### config.mk
export PLATFORM = sky130hd
export DESIGN_NAME = prll_bs_drvr_ndpnt
export DESIGN_NICKNAME = d
export VERILOG_FILES = /design/src/rtl/prll_bs_pkg.sv /design/src/rtl/prll_bs_fifo.sv /design/src/rtl/prll_bs_drvr_ndpnt.sv
export SDC_FILE = /design/constraint.sdc
export NUM_CORES = 1
export LEC_CHECK = 0
export CAP_MARGIN = 20
export CORE_MARGIN = 2
export CORE_UTILIZATION = 50
export DETAILED_ROUTE_END_ITERATION = 12
export PLACE_DENSITY_LB_ADDON = 0.08
export SYNTH_ARGS = -nofsm -noshare
export SYNTH_HDL_FRONTEND = slang
export SYNTH_HIERARCHICAL = 1
export SYNTH_SLANG_ARGS = --single-unit
### constraint.sdc
create_clock -name clk -period 5.88 [get_ports clk]
set_clock_uncertainty 0.15 [all_clocks]
set_input_delay 0.588 -clock clk [delete_from_list [all_inputs] [get_ports clk]]
set_output_delay 0.588 -clock clk [all_outputs]
set_load 0.02 [all_outputs]
### src/rtl/prll_bs_pkg.sv
// Shared constants and the pointer-width helper for the parallel bus driver endpoint.
package prll_bs_pkg;

  localparam int DEF_BITS  = 32;
  localparam int DEF_DEPTH = 8;

  // Pointer width for a power-of-two depth; the count needs one extra bit to hold "full".
  function automatic int ptr_w(input int d);
    return (d > 1) ? $clog2(d) : 1;
  endfunction

endpackage

### src/rtl/prll_bs_fifo.sv
// First-word-fall-through circular FIFO with full/empty status and a same-cycle overflow pulse.
module prll_bs_fifo
  import prll_bs_pkg::*;
#(
  parameter int bits  = DEF_BITS,
  parameter int depth = DEF_DEPTH
) (
  input  logic            clk,
  input  logic            reset,
  input  logic            wr,
  input  logic [bits-1:0] wr_data,
  input  logic            rd,
  output logic [bits-1:0] rd_data,
  output logic            empty,
  output logic            full,
  output logic            ovf
);

  localparam int PW = ptr_w(depth);
  localparam int CW = PW + 1;

  logic [bits-1:0] mem [depth];
  logic [PW-1:0]   wr_ptr;
  logic [PW-1:0]   rd_ptr;
  logic [CW-1:0]   count;
  logic            wr_acc;
  logic            rd_acc;

  assign empty   = (count == '0);
  assign full    = (count == CW'(depth));
  assign wr_acc  = wr && !full;
  assign rd_acc  = rd && !empty;
  assign ovf     = wr && full;
  assign rd_data = mem[rd_ptr];

  // Power-of-two depth lets the pointers wrap by plain overflow.
  always_ff @(posedge clk) begin
    if (reset) begin
      wr_ptr <= '0;
      rd_ptr <= '0;
      count  <= '0;
    end else begin
      if (wr_acc) wr_ptr <= wr_ptr + PW'(1);
      if (rd_acc) rd_ptr <= rd_ptr + PW'(1);
      case ({wr_acc, rd_acc})
        2'b10:   count <= count + CW'(1);
        2'b01:   count <= count - CW'(1);
        default: count <= count;
      endcase
    end
  end

  always_ff @(posedge clk) begin
    if (wr_acc && !reset) mem[wr_ptr] <= wr_data;
  end

endmodule

### src/rtl/prll_bs_drvr_ndpnt.sv
// Parallel bus driver endpoint: TX FIFO toward the bus, RX FIFO from the bus, sticky drop flags.
// Optional drop counter output enabled by defining PRLL_BS_DRVR_STATS_EN.
module prll_bs_drvr_ndpnt
  import prll_bs_pkg::*;
#(
  parameter int bits  = DEF_BITS,
  parameter int depth = DEF_DEPTH
) (
  input  logic            clk,
  input  logic            reset,
  input  logic            wr_en,
  input  logic [bits-1:0] wr_data,
  output logic            tx_full,
  output logic            pndng,
  output logic [bits-1:0] D_pop,
  input  logic            pop,
  input  logic            push,
  input  logic [bits-1:0] D_push,
  input  logic            rd_en,
  output logic [bits-1:0] rd_data,
  output logic            rx_pndng,
  output logic            tx_ovf,
  output logic            rx_ovf,
  input  logic            clr_err
`ifdef PRLL_BS_DRVR_STATS_EN
  ,
  output logic [15:0]     drop_cnt
`endif
);

  logic tx_empty;
  logic tx_drop;
  logic rx_empty;
  logic rx_full_unused;
  logic rx_drop;

  prll_bs_fifo #(.bits(bits), .depth(depth)) u_tx (
    .clk     (clk),
    .reset   (reset),
    .wr      (wr_en),
    .wr_data (wr_data),
    .rd      (pop),
    .rd_data (D_pop),
    .empty   (tx_empty),
    .full    (tx_full),
    .ovf     (tx_drop)
  );

  prll_bs_fifo #(.bits(bits), .depth(depth)) u_rx (
    .clk     (clk),
    .reset   (reset),
    .wr      (push),
    .wr_data (D_push),
    .rd      (rd_en),
    .rd_data (rd_data),
    .empty   (rx_empty),
    .full    (rx_full_unused),
    .ovf     (rx_drop)
  );

  assign pndng    = !tx_empty;
  assign rx_pndng = !rx_empty;

  // A fresh drop outranks clr_err so an overflow in the clearing cycle is never lost.
  always_ff @(posedge clk) begin
    if (reset) begin
      tx_ovf <= 1'b0;
      rx_ovf <= 1'b0;
    end else begin
      if (tx_drop)      tx_ovf <= 1'b1;
      else if (clr_err) tx_ovf <= 1'b0;
      if (rx_drop)      rx_ovf <= 1'b1;
      else if (clr_err) rx_ovf <= 1'b0;
    end
  end

`ifdef PRLL_BS_DRVR_STATS_EN
  logic [16:0] cnt_sum;

  always_comb begin
    cnt_sum = (clr_err ? 17'd0 : {1'b0, drop_cnt}) + 17'(tx_drop) + 17'(rx_drop);
  end

  always_ff @(posedge clk) begin
    if (reset) drop_cnt <= '0;
    else       drop_cnt <= cnt_sum[16] ? 16'hFFFF : cnt_sum[15:0];
  end
`endif

endmodule
==> flow_summary.json, run 1 <==
{
  "status": "completed",
  "drv_slew": 0,
  "cp_max_fo": 53,
  "start_util_pct": 50.3,
  "drive_above_1_share_pct": 23.8,
  "fp.dieArea_um2": 43600,
  "grt_max_degree": 54,
  "antenna_left": 0,
  "grt_pass1_vias": 9695,
  "reg2reg_from": "u_rx/count[1]",
  "syn_nets": 985,
  "worst_pin_slew_ns": 1.03,
  "fmax_mhz": 242,
  "grt_pass1_wl_mm": 58.6,
  "port_buffers": 139,
  "drtIter0Drc": 498,
  "setup_tns_ns": 0,
  "criticalPathCategory": "reg -> out",
  "worstSetupEndpointType": "output port",
  "synth_area_um2": 21000,
  "io_pins": 140,
  "cts_sinks": 540,
  "drc": 0,
  "synth_cell_types": 39,
  "leakage_nw": 7.80,
  "drt-total-wl_mm": 38.8,
  "setup_viol": 0,
  "ys_ff_latch": 540,
  "grt_use_total_pct": 18.1,
  "firstDrtPassIters": 6,
  "area_delta_synth_final_pct": 17.6,
  "cts_buffer_depth": 3,
  "post_cts_buffers": 0,
  "fin_nets": 1160,
  "clk_pin_slew_ns": 0.06,
  "crit_required_ns": 5.14,
  "drv_cap": 0,
  "clk_latency_ns": 0.58,
  "yosys.area.top_type_share_pct": 73.3,
  "r2r_end": "u_rx/count[3]",
  "cts_tree": "built",
  "yosysMostFrequentCell": "edfxtp_1",
  "ys.flop_type": "edfxtp_1",
  "startpoint_type": "flop",
  "wl_per_cell_um": 23.3,
  "syn_inst": 904,
  "vias": 9348,
  "detailed_place_hpwl_mm": 20.5,
  "cp_cell_sequence": "buf_4 > mux4_1 > mux2_2 > clkdlybuf4s50_1",
  "irDropWorstVdd_v": 0.000275,
  "die_w_um": 209,
  "worstHoldStart": "tx_ovf",
  "fillCellCount": 3013,
  "arrival_ns": 3.39,
  "die_h_um": 209,
  "critical_path.slowest_cell": "dfxtp_4",
  "relSlewSlack_pct": 31.2,
  "async_reset_ff_share_pct": 0,
  "crit_buf_inv": 2,
  "hold_ws_ns": 0.319,
  "grt_overflow": 0,
  "synth_area_leaders": "edfxtp_1 (73%), mux4_2 (7.9%), mux4_1 (6.8%)",
  "synthTopCellsByCount": "edfxtp_1 (512), mux4_2 (74), mux2_2 (64), mux4_1 (54)",
  "core_area_um2": 41700,
  "routabilityCongestion": 0.731,
  "slowest_delay_ns": 0.99,
  "period_needed_ns": 4.13,
  "num_rows": 75,
  "syn_avg_cell_area_um2": 23.2,
  "viasPerCell": 5.63,
  "yosys.area.top_type": "edfxtp_1",
  "synth_edf_count": 512,
  "numCtsBuffers": 54,
  "root_buffer": "clkbuf_16",
  "antenna_found_initial": 3,
  "hold_viol": 0,
  "postCtsHoldBufs": 0,
  "pwr_density_cell_nw_per_um2": 399,
  "finalCritPeriodShare_pct": 70.3,
  "cts_resized": 0,
  "cp_top_family": "flip-flops",
  "rsz0062_at_grt": "false",
  "whs_path_depth": 2,
  "yosysSeqAreaShare_pct": 76.0,
  "reg2reg_depth": 7,
  "reg2reg_slack_ns": 3.05,
  "min_to": "tx_ovf",
  "hold_path.class": "reg -> reg",
  "yosys_warnings": 6,
  "htree_levels": 2
}
## tightest hold or removal path, cell delays in order (launching register included)
cell      delay (ns)
dfxtp_1         0.31
nand2b_1        0.06
a21oi_1         0.05
## metal layers
| metal | GRT usage (%) | wire length [µm] | vias to the layer above |
|---|---|---|---|
| met5 | 0 | 13 | - |
| met4 | 4.90 | 673 | 2 |
| met3 | 4.51 | 1990 | 53 |
| met2 | 31.0 | 19700 | 173 |
| met1 | 23.2 | 16400 | 4937 |
| li1 | - | - | 4183 |
## layout make-up
| type | count | area (µm²) | share of cell area [%] |
|---|---|---|---|
| repair buffers | 163 | 1570 | 6.37 |
| inverters | 6 | 22.5 | 0.0914 |
| flip-flops and latches | 540 | 15900 | 64.7 |
| clock buffers | 67 | 1420 | 5.77 |
| multi-input cells | 314 | 4800 | 19.5 |
| well taps | 539 | 674 | 2.74 |
| diodes | 2 | 5.00 | 0.0203 |
| clock inverters | 30 | 209 | 0.848 |
## worst max path at each step
stage / endpoint / cells past startpoint / start
2_1_floorplan: u_rx/mem[0][0] / 4 / u_rx/count[0]
3_3_place_gp: rd_data[0] / 4 / flop
3_5_place_dp: rd_data[0] / 4 / flop
4_1_cts: rd_data[0] / 4 / flop
5_1_grt: rd_data[0] / 4 / flop
6_report: rd_data[0] / 4 / flop
## state kept, by name, summed over array words and instances, names as in the netlist, named ones only
signal and cells:
u_tx/rd_ptr 3, u_tx/wr_ptr 3, u_tx/count 4, u_rx/mem 256, rx_ovf 1, tx_ovf 1
u_rx/wr_ptr 3, u_rx/rd_ptr 3, u_rx/count 4, u_tx/mem 256
## power breakdown
part,internal (mW),switching (mW)
Clock,1.83,1.33
Sequential,4.39,0.224
Combinational,1.15,0.913
Total,7.37,2.47
## cells in the final DEF (no fill, tap or decap), types with 10 or more instances in the layout
master,n
clkbuf_16,55
mux2_2,64
edfxtp_1,512
clkinv_2,10
clkbuf_1,12
clkdlybuf4s50_1,139
xor2_1,10
nor2_1,22
dfxtp_1,22
clkinv_1,16
buf_4,24
mux4_1,54
mux4_2,74
ha_1,10
## logic make-up after synthesis
group,count (synthesis),share of synthesized area [%]
compound gates,16,0.549
xor+xnor,14,0.656
fa+ha+maj,10,0.597
buf+inv,50,1.59
flops,540,76.0
mux,200,18.6
simple gates,74,1.99
## stage by stage
stage / setup slack, ns / cell area (µm²) / std cells / power, mW / util, %
2_1_floorplan: 1.08 / 21000 / 904 / 6.12 / -
3_3_place_gp: 2.32 / 23000 / 1562 / 6.78 / 55.2
3_5_place_dp: 2.29 / 23000 / 1562 / 6.80 / 55.2
4_1_cts: 1.65 / 24600 / 1659 / 9.99 / 59.2
5_1_grt: 1.55 / 24600 / 1660 / 10.3 / 59.2
6_report: 1.75 / 24700 / 1661 / 9.84 / 59.2
(Power assumes the default switching activity.)
==> run 2, diff against run 1 <==
==> constraint.sdc (replaced) <==
create_clock -name clk -period 4.14 [get_ports clk]
set_clock_uncertainty 0.15 [all_clocks]
set_input_delay 0.414 -clock clk [delete_from_list [all_inputs] [get_ports clk]]
set_output_delay 0.414 -clock clk [all_outputs]
set_load 0.02 [all_outputs]
==> run 2 against run 1 <==
Critical path depth did not move. Worst setup slack got worse by 1.3 ns. Wire length rose by 3.0%. Total power rose by 44%. Count of clock-buffer cells in the layout rose by 7. Largest power group unchanged. Highest routed layer unchanged.
==> flow_summary.json, run 2 (same netlist as run 1, synthesis figures left out) <==
{
  "status": "completed",
  "numCtsBuffers": 54,
  "combPwrFrac_pct": 21.7,
  "pwr_density_cell_nw_per_um2": 570,
  "die_h_um": 209,
  "rsz0062_at_grt": "false",
  "finalCritPeriodShare_pct": 88.1,
  "place_area_um2": 23200,
  "drive_above_1_share_pct": 24.4,
  "die_w_um": 209,
  "post_cts_buffers": 0,
  "leakage_nw": 7.87,
  "hold_path.class": "reg -> reg",
  "final_common_cell": "edfxtp_1",
  "swShare_pct": 25.4,
  "intPower_mw": 10.5,
  "fp.dieArea_um2": 43600,
  "clk_latency_ns": 0.59,
  "drtIter0Drc": 566,
  "port_buffers": 139,
  "antennaDiodeCount": 0,
  "cts_resized": 0,
  "setup_viol": 0,
  "cts_buffer_depth": 3,
  "instances_no_fill": 1664,
  "worstSetupEndpointType": "output port",
  "postCtsHoldBufs": 0,
  "antenna_left": 0,
  "worst_pin_slew_ns": 0.715,
  "period_needed_ns": 3.65,
  "relSlewSlack_pct": 52.2,
  "irDropWorstVdd_v": 0.000395,
  "grt_pass1_vias": 9874,
  "viasPerCell": 5.65,
  "core_area_um2": 41700,
  "routabilityCongestion": 0.720,
  "cp_max_fo": 36,
  "final_cell_mix": "edfxtp_1 (512), clkdlybuf4s50_1 (139), mux4_2 (74)",
  "p_seq_share_pct": 46.1,
  "fmax_mhz": 274,
  "layout_setup_ws_ns": 0.493,
  "startpoint_type": "flop",
  "antenna_found_initial": 2,
  "arrival_ns": 3.08,
  "clk_pin_slew_ns": 0.06,
  "final_util_pct": 59.5,
  "cts_sinks": 540,
  "drt-total-wl_mm": 39.9,
  "num_rows": 75,
  "crit_required_ns": 3.58,
  "grt_max_degree": 65,
  "setup_tns_ns": 0,
  "grt_pass1_wl_mm": 60.3,
  "dp_slack_ns": 1.04,
  "dp.cells": 1569,
  "htree_levels": 2,
  "area_delta_synth_final_pct": 18.3,
  "drv_slew": 0,
  "drv_cap": 0,
  "root_buffer": "clkbuf_16",
  "design_area_um2": 24800,
  "io_pins": 140,
  "start_util_pct": 50.3,
  "hold_ws_ns": 0.321,
  "wl_per_cell_um": 24.0,
  "p_switching_mw": 3.59,
  "grt_use_total_pct": 18.6,
  "grt_overflow": 0,
  "vias": 9400,
  "hold_viol": 0,
  "pwr-share-clk_pct": 32.2,
  "criticalPathCategory": "reg -> out",
  "cts_tree": "built",
  "drc": 0,
  "p_total_mw": 14.1,
  "top_regs": "u_rx/mem: 256 flops, u_tx/mem: 256 flops",
  "firstDrtPassIters": 4,
  "detailed_place_hpwl_mm": 21.1,
  "fin_nets": 1167
}
run 2: routing by layer:
layer | vias to the layer above | track usage (%) | wire length [µm]
li1 | 4195 | - | -
met1 | 4956 | 24.7 | 17200
met2 | 179 | 31.2 | 19900
met3 | 66 | 4.42 | 1890
met4 | 4 | 5.07 | 855
met5 | - | 0 | 31
run 2: power by group through the flow:
stage	clock [mW]	sequential (mW)	combinational (mW)
after global routing	4.90	6.56	3.28
after floorplan	0	6.44	2.25
after CTS	4.69	6.53	3.13
after detailed placement	0	6.64	3.11
after global placement	0	6.63	3.10
final	4.56	6.51	3.07
run 2: final cells by class:
class                      instances  area, µm²
clock buffer                      74       1530
clock inverter                    21        116
fill                            3033      16900
inverter                           6       22.5
multi-input combinational        314       4840
sequential                       540      15900
tap                              539        674
timing repair buffer             170       1670
run 2: path summary, 6_finish.rpt:
| check | start | end | slack [ns] | cells after the start |
|---|---|---|---|---|
| max | flop | rd_data[16] | 0.49 | 4 |
| min | tx_ovf | tx_ovf | 0.32 | 2 |
| max reg2reg | u_rx/count[1] | u_rx/count[3] | 1.26 | 7 |
| min reg2reg | tx_ovf | tx_ovf | 0.32 | 2 |
run 2: worst max-delay path, cell delays in order (launching register included):
cell and delay, ns:
dfxtp_4 0.79, buf_4 0.30, mux4_1 0.56, mux2_2 0.29, clkdlybuf4s50_1 0.53
